**src/rtl/riscv_core_pkg.sv**
```systemverilog
// Shared definitions for the 3-stage RISC-V core: reset vector, NOP encoding,
// the BIOS address-region nibble and the fetch-stage state encoding.
package riscv_core_pkg;

    localparam logic [31:0] RESET_PC_DEFAULT = 32'h4000_0000;
    localparam logic [31:0] NOP_INST         = 32'h0000_0013;
    localparam logic [3:0]  BIOS_REGION      = 4'h4;

    typedef enum logic [1:0] {
        BOOT  = 2'd0,
        RUN   = 2'd1,
        STALL = 2'd2
    } fetch_state_t;

    function automatic logic isBiosAddr(input logic [31:0] addr);
        return addr[31:28] == BIOS_REGION;
    endfunction

endpackage

```
**src/rtl/riscv_fetch_stage_pc_gen.sv**
```systemverilog
// PC register, next-PC priority mux and the registered BIOS/IMEM region select
// that lines up with the 1-cycle synchronous memory read.
module riscv_fetch_stage_pc_gen
    import riscv_core_pkg::*;
#(
    parameter logic [31:0] RESET_PC = RESET_PC_DEFAULT
) (
    input  logic        clk,
    input  logic        rst,
    input  logic        i_redirect,
    input  logic [31:0] i_redirectTarget,
    input  logic        i_holdPc,
    output logic [31:0] o_pc,
    output logic [31:0] o_pcNext,
    output logic        o_srcBios
);

    logic [31:0] r_pc;
    logic        r_srcBios;
    logic [31:0] w_pcNext;
    logic [31:0] w_target;

    // Word alignment: the two low target bits never reach the PC.
    assign w_target = i_redirectTarget & 32'hFFFF_FFFC;

    always_comb begin
        w_pcNext = r_pc + 32'd4;
        if (i_redirect) begin
            w_pcNext = w_target;
        end else if (i_holdPc) begin
            w_pcNext = r_pc;
        end
    end

    always_ff @(posedge clk or posedge rst) begin
        if (rst) begin
            r_pc      <= RESET_PC;
            r_srcBios <= 1'b1;
        end else begin
            r_pc      <= w_pcNext;
            r_srcBios <= isBiosAddr(w_pcNext);
        end
    end

    assign o_pc      = r_pc;
    assign o_pcNext  = w_pcNext;
    assign o_srcBios = r_srcBios;

endmodule

```
**src/rtl/riscv_fetch_stage.sv**
```systemverilog
// Fetch stage: boot/run/stall sequencing, redirect kill, load-use replay
// register and the delivered-instruction counter.
module riscv_fetch_stage
    import riscv_core_pkg::*;
#(
    parameter logic [31:0] RESET_PC = RESET_PC_DEFAULT,
    parameter int          BIOS_AW  = 12,
    parameter int          IMEM_AW  = 14,
    parameter logic [31:0] NOP      = NOP_INST
) (
    input  logic               clk,
    input  logic               rst,
    input  logic               redirect,
    input  logic [31:0]        redirect_target,
    input  logic               hold,
    output logic [BIOS_AW-1:0] bios_addr,
    input  logic [31:0]        bios_dout,
    output logic [IMEM_AW-1:0] imem_addr,
    input  logic [31:0]        imem_dout,
    output logic [31:0]        pc_fetch,
    output logic [31:0]        inst_fetch,
    output logic               inst_valid,
    output logic               flush,
    output logic [31:0]        fetch_count
);

    fetch_state_t r_state;
    fetch_state_t w_stateNext;
    logic [31:0]  r_holdInst;
    logic [31:0]  r_fetchCount;
    logic [31:0]  w_pc;
    logic [31:0]  w_pcNext;
    logic         w_srcBios;
    logic [31:0]  w_instRaw;
    logic [31:0]  w_inst;
    logic         w_valid;
    logic         w_holdPc;
    logic         w_runHold;
    logic         w_captureHold;
    logic         w_countEn;

    // Hold only matters in RUN; decode never holds twice in a row.
    assign w_runHold     = (r_state == RUN) && hold;
    assign w_holdPc      = (r_state == BOOT) || w_runHold;
    assign w_captureHold = w_runHold && !redirect;
    assign w_countEn     = w_valid && !w_runHold;

    riscv_fetch_stage_pc_gen #(
        .RESET_PC(RESET_PC)
    ) u_pcGen (
        .clk             (clk),
        .rst             (rst),
        .i_redirect      (redirect),
        .i_redirectTarget(redirect_target),
        .i_holdPc        (w_holdPc),
        .o_pc            (w_pc),
        .o_pcNext        (w_pcNext),
        .o_srcBios       (w_srcBios)
    );

    assign w_instRaw = w_srcBios ? bios_dout : imem_dout;

    always_comb begin
        w_stateNext = r_state;
        w_inst      = NOP;
        w_valid     = 1'b0;
        case (r_state)
            BOOT: begin
                w_stateNext = RUN;
            end
            RUN: begin
                w_inst  = w_instRaw;
                w_valid = 1'b1;
                if (hold) begin
                    w_stateNext = STALL;
                end
            end
            STALL: begin
                w_inst      = r_holdInst;
                w_valid     = 1'b1;
                w_stateNext = RUN;
            end
            default: begin
                w_stateNext = BOOT;
            end
        endcase
        // A resolved branch kills whatever fetch is showing this cycle.
        if (redirect) begin
            w_stateNext = RUN;
            w_inst      = NOP;
            w_valid     = 1'b0;
        end
    end

    always_ff @(posedge clk or posedge rst) begin
        if (rst) begin
            r_state      <= BOOT;
            r_holdInst   <= NOP;
            r_fetchCount <= 32'd0;
        end else begin
            r_state <= w_stateNext;
            if (w_captureHold) begin
                r_holdInst <= w_instRaw;
            end
            if (w_countEn) begin
                r_fetchCount <= r_fetchCount + 32'd1;
            end
        end
    end

    assign bios_addr   = w_pcNext[BIOS_AW+1:2];
    assign imem_addr   = w_pcNext[IMEM_AW+1:2];
    assign pc_fetch    = w_pc;
    assign inst_fetch  = w_inst;
    assign inst_valid  = w_valid;
    assign flush       = redirect;
    assign fetch_count = r_fetchCount;

endmodule

```
**config.mk**
```make
export PLATFORM = sky130hd
export DESIGN_NAME = riscv_fetch_stage
export DESIGN_NICKNAME = d
export VERILOG_FILES = /design/src/rtl/riscv_core_pkg.sv /design/src/rtl/riscv_fetch_stage_pc_gen.sv /design/src/rtl/riscv_fetch_stage.sv
export SDC_FILE = /design/constraint.sdc
export NUM_CORES = 1
export LEC_CHECK = 0
export CAP_MARGIN = 20
export CELL_PAD_IN_SITES_DETAIL_PLACEMENT = 1
export CELL_PAD_IN_SITES_GLOBAL_PLACEMENT = 2
export CORE_MARGIN = 2
export CORE_UTILIZATION = 27
export DETAILED_ROUTE_END_ITERATION = 7
export PLACE_DENSITY = 0.88
export SLEW_MARGIN = 20
export SYNTH_ARGS = -nofsm -noshare
export SYNTH_HDL_FRONTEND = slang
export SYNTH_SLANG_ARGS = --single-unit
```
**constraint.sdc**
```tcl
create_clock -name clk -period 7.72 [get_ports clk]
set_input_delay 1.158 -clock clk [delete_from_list [all_inputs] [get_ports clk]]
set_output_delay 1.158 -clock clk [all_outputs]
set_load 0.01 [all_outputs]
```
* Word-level counts from Yosys, hierarchy flattened
Index checks and enable logic that the tools add are counted.
** Cells by class
- Add/sub/neg operators :: 2
- Equal/unequal tests :: 5
- Mux-type cells :: 10
- Reductions and logical operators :: 9
** Operator list (count)
- 32-bit 2-to-1 mux :: 4
- 32-bit case mux with 2 select lines :: 1
- 32-bit by 1-bit adder with 32-bit output, second input constant :: 1
- 32-bit by 3-bit adder with 32-bit output, second input constant :: 1
- 4-bit by 3-bit equality test with 1-bit output, second input constant :: 1
- 2-bit 2-to-1 mux :: 2
- 2-bit case mux with 2 select lines :: 1
- 2-bit OR reduction :: 2
- 1-bit logical AND :: 3
- 3-bit != test, second input constant :: 1
- 2-bit by 1-bit equality test with 1-bit output, second input constant :: 1
- 2-bit equality test, second input constant :: 1
- 1-bit zero test :: 2
- 2-bit zero test :: 1
- 1-bit 2-to-1 mux :: 2
- 2-bit != test, second input constant :: 1
- 1-bit logical OR :: 1
** Storage, ports and cells
- Bits in registers :: 99
- Bits of input ports :: 100
- Output and inout port bits :: 124
- Logic and storage cells :: 32

* Logic depth before layout (Yosys ltp)
- Depth in word-level cells :: 6
- Depth in mapped cells :: 10

* Hierarchy
Synthesis repeated with hierarchy kept, for this count alone.
** Second synthesis, totals
- Cells, all modules :: 546
- Area, all modules :: 5552.8 µm²
** By module, submodules not included
- riscv_fetch_stage :: instances 1, cells each 342, area an instance 3672.3 µm², seq. area each 1655.3 µm²
- riscv_fetch_stage_pc_gen :: instances 1, cells each 204, area an instance 1880.6 µm², seq. area each 828.3 µm²

* Least setup slack after synthesis
OpenSTA, ideal clock, no wires.
- Path kind :: in2out
- Start :: input hold
- End :: output bios_addr[11]
- Arrival time :: 2.487 ns
- Slack :: 4.075 ns
- Cell stages on the path :: 7
- Buffers on the path :: 2
- Cells stage by stage :: buf_2 > a21o_1 > nor4_4 > nand3_1 > xor2_1 > o21ai_0 > buf_4
** On the way
- Cells in the longest elaborated chain, start to end :: 4
** RTL lines
- start, declared :: line riscv_fetch_stage.sv:15 : input logic hold,
- 1-bit logical AND :: line riscv_fetch_stage.sv:43 : assign w_runHold = (r_state == RUN) && hold;
- 1-bit logical OR :: line riscv_fetch_stage.sv:44 : assign w_holdPc = (r_state == BOOT) || w_runHold;
- 32-bit 2-to-1 mux :: line riscv_fetch_stage_pc_gen.sv:30 : end else if (i_holdPc) begin
- 32-bit 2-to-1 mux :: line riscv_fetch_stage_pc_gen.sv:28 : if (i_redirect) begin
- end, declared :: line riscv_fetch_stage.sv:16 : output logic [BIOS_AW-1:0] bios_addr,
Every way passes these cells. The select of a mux whose other input is x is not followed.

* Worst setup path in the final report
Same ends and word-level chain as after synthesis.

==> flow_summary_export.csv <==
group,metric,value,unit
synth,synth_edf_count,0,
critical_path,slowest_stage,"clkdlybuf4s50_1",
global_route,grt_pass1_wl,26.9,mm
floorplanning,core_region_area,0.0201,mm²
layout,diodes,0,
placement,place_ws,2.79,ns
layout,drive_above_1_share,11.4,%
pwr,p_switching,0.466,mW
pwr,p_int,1.08,mW
routing,vias_per_cell,4.65,
layout,fill_cells,2273,
pwr,combPwrFrac,27.2,%
synth,async_flop_share,100,%
routing,wirelength,16.5,mm
cts,cts.htree.levels,3,
layout,multi_input_area,0.00269,mm²
critical_path,setup.worst_path.end_class,"output pin",
floorplanning,num_rows,52,
layout,ff_latch_area,0.00243,mm²
cts,cts_setup_buffers,0,
critical_path,critPathRequiredTime,6.56,ns
synth,synth_cell_types,48,
synth,netlist_area,0.00550,mm²
cts,clk_path_buf_depth,2,
pwr,clkPwrFrac,30.6,%
routing,wl_per_cell,16.4,µm
critical_path,cp_max_fo,9,
floorplanning,die_w,147,µm
critical_path,start_kind,"input port",
critical_path,path_common_cell,"clkdlybuf4s50_1",
cts,ctsResizeCount,0,
sta,hold_violations,0,
sta,setup_tns,0,ns
synth,synth-warning-count,0,
sta,slew-limit-headroom,43.6,%
sta,rsz0062_at_grt,"no",
sta,maxSlewViolCount,0,
sta,timing.final.ws_setup,2.85,ns
floorplanning,ioPinCount,224,
critical_path,cp_slowest_stage_delay,0.61,ns
routing,first_pass_iters,4,
sta,tightestPinTransition,0.846,ns
cts,cts_sinks,97,
worst_hold_path,hold_class,"reg -> reg",
synth,seq_area_frac_synth,44.2,%
global_route,antenna_found_initial,0,
run_status,status,"finished clean",
critical_path,path_class,"in -> out",
layout,finalNetCount,840,
cts,clk_latency,0.35,ns
synth,ys_dominant_reg_cell,"dfrtp_1",
floorplanning,dieArea,0.0215,mm²
cts,cts_buffers,9,
sta,fin_skew,0.00813,ns
placement,portBuffers,219,
routing,ant_nets,0,
cts,hold_buffers,0,
layout,fin_area,0.00805,mm²
cts,root_buffer,"clkbuf_16",
routing,drc,0,
placement,globalplace.congestion,0.733,
placement,place_area,0.00774,mm²
global_route,grt_max_degree,66,
pwr,swShare,30.1,%
synth,ys_ff_latch,97,
sta,finalSetupViolCount,0,
floorplanning,start_util,27.4,%
sta,clock.fmax,0.205,GHz
global_route,grt-ovfl-total,0,
global_route,grt_pass1_vias,4971,
sta,min_period,4.87,ns
synth,synth_cells,556,
critical_path,crit_arrival,3.71,ns
sta,period_share,63.1,%
routing,vias,4701,
layout,area_growth,46.2,%
synth,syn_avg_cell_area,9.90,µm²
critical_path,path_cells,"clkdlybuf4s50_1, a21o_1, nor4_4, nand3_1, xor2_1, o21ai_0, clkdlybuf4s50_1",
floorplanning,die_h,147,µm
global_route,grt_usage,15.5,%
cts,tritoncts,"built",
pwr,pwr-share-seq,42.2,%
job,maxCapViolations,0,
cts,clkTransAtPathRegs,0.07,ns
pwr,power_per_cell_area,192,mW/mm²
routing,drtIter0Drc,153,
pwr,vdd_drop_max,0.0970,mV
placement,dp_hpwl,12.1,mm
pwr,leakage,3.20,nW
-- registers in the layout, indices dropped and copies added, names as in the netlist --
register / count
fetch_count: 32
r_holdInst: 32
u_pcGen.o_pc: 30
r_state: 2
u_pcGen.o_srcBios: 1
-- synthesized netlist by cell type (12+ instances only) --
master / number / area share (%)
xor2_1: 23 / 3.7
nor2_1: 36 / 2.5
nand4_1: 17 / 1.9
a22oi_1: 22 / 3.0
clkbuf_1: 23 / 1.6
xnor2_1: 36 / 5.7
mux2_2: 47 / 9.6
inv_1: 12 / 0.82
nand2_1: 63 / 4.3
dfrtp_1: 92 / 42
o21ai_0: 48 / 4.4
nand3_1: 19 / 1.7
buf_4: 30 / 4.1
mux2i_1: 12 / 2.2
-- final timing paths --
| path | from | end | slack (ns) | cells past startpoint |
|---|---|---|---|---|
| worst max-delay path | hold | bios_addr[11] | 2.85 | 7 |
| worst min-delay path | r_holdInst[7] | r_holdInst[7] | 0.49 | 2 |
| worst max register to register | r_state[0] | fetch_count[31] | 5.04 | 7 |
| worst min register to register | r_holdInst[7] | r_holdInst[7] | 0.49 | 2 |
| max in group asynchronous | rst | r_holdInst[3] | 5.32 | 3 |
| min in group asynchronous | rst | u_pcGen.o_pc[7] | 1.18 | 2 |
-- per-stage QoR --
step | utilization (%) | instances | hold slack, ns | power (mW)
finish | 40.0 | 1010 | 0.486 | 1.55
global route | 40.0 | 1010 | 0.500 | 1.64
CTS | 40.0 | 1010 | 0.488 | 1.58
global placement | 38.5 | 994 | 0.462 | 1.08
detailed placement | 38.5 | 994 | 0.475 | 1.09
floorplan | - | 557 | 0.450 | 0.876
-- worst max-delay path: cells and delay by family --
kind	cells	cell delay, ns
buffers and inverters	2	1.21
AO/OA/AOI/OAI	2	0.63
AND/OR/NAND/NOR	2	0.52
XOR/XNOR	1	0.18
-- cells in the final DEF, fill, tap and decap left out, drive strengths merged, types with 5 or more instances in the layout --
| cell | count |
|---|---|
| a21oi | 5 |
| a22oi | 22 |
| and2 | 12 |
| and3 | 11 |
| and4 | 5 |
| buf | 6 |
| clkbuf | 9 |
| clkdlybuf4s50 | 218 |
| dfrtp | 92 |
| dfstp | 5 |
| ha | 5 |
| inv | 17 |
| mux2 | 47 |
| mux2i | 12 |
| nand2 | 63 |
| nand3 | 20 |
| nand4 | 17 |
| nor2 | 36 |
| o21ai | 48 |
| xnor2 | 37 |
| xor2 | 23 |
-- cells by family after synthesis --
kind of cell	count (synthesis)	share of synthesized area, %
AND/OR/NAND/NOR	182	16.8
flip-flops	97	44.2
AO/OA/AOI/OAI	83	9.37
buffers and inverters	69	6.93
XOR/XNOR	60	9.68
multiplexers	59	11.8
adder cells (fa/ha/maj)	5	1.14
other	1	0.0681
-- routing by layer --
layer / up-vias / track usage, % / wire (µm)
met4: 0 / 4.71 / 238
met1: 2299 / 19.2 / 7230
met5: - / 0 / 0
met3: 14 / 4.50 / 1250
li1: 2243 / - / -
met2: 145 / 26.3 / 7810
-- power by group through the flow --
stage / sequential (mW) / clock (mW) / combinational (mW)
floorplan: 0.661 / 0 / 0.216
global placement: 0.659 / 0 / 0.421
detailed placement: 0.663 / 0 / 0.428
CTS: 0.654 / 0.498 / 0.431
global route: 0.664 / 0.514 / 0.462
finish: 0.653 / 0.473 / 0.422
-- final cells by class --
type / instances / share of cell area (%)
Timing Repair Buffer: 224 / 27.7
Clock buffer: 9 / 2.80
Inverter: 12 / 0.591
Multi-Input combinational cell: 391 / 33.5
Clock inverter: 7 / 1.04
Tap cell: 270 / 4.20
Sequential cell: 97 / 30.2
(Power assumes the default switching activity.)
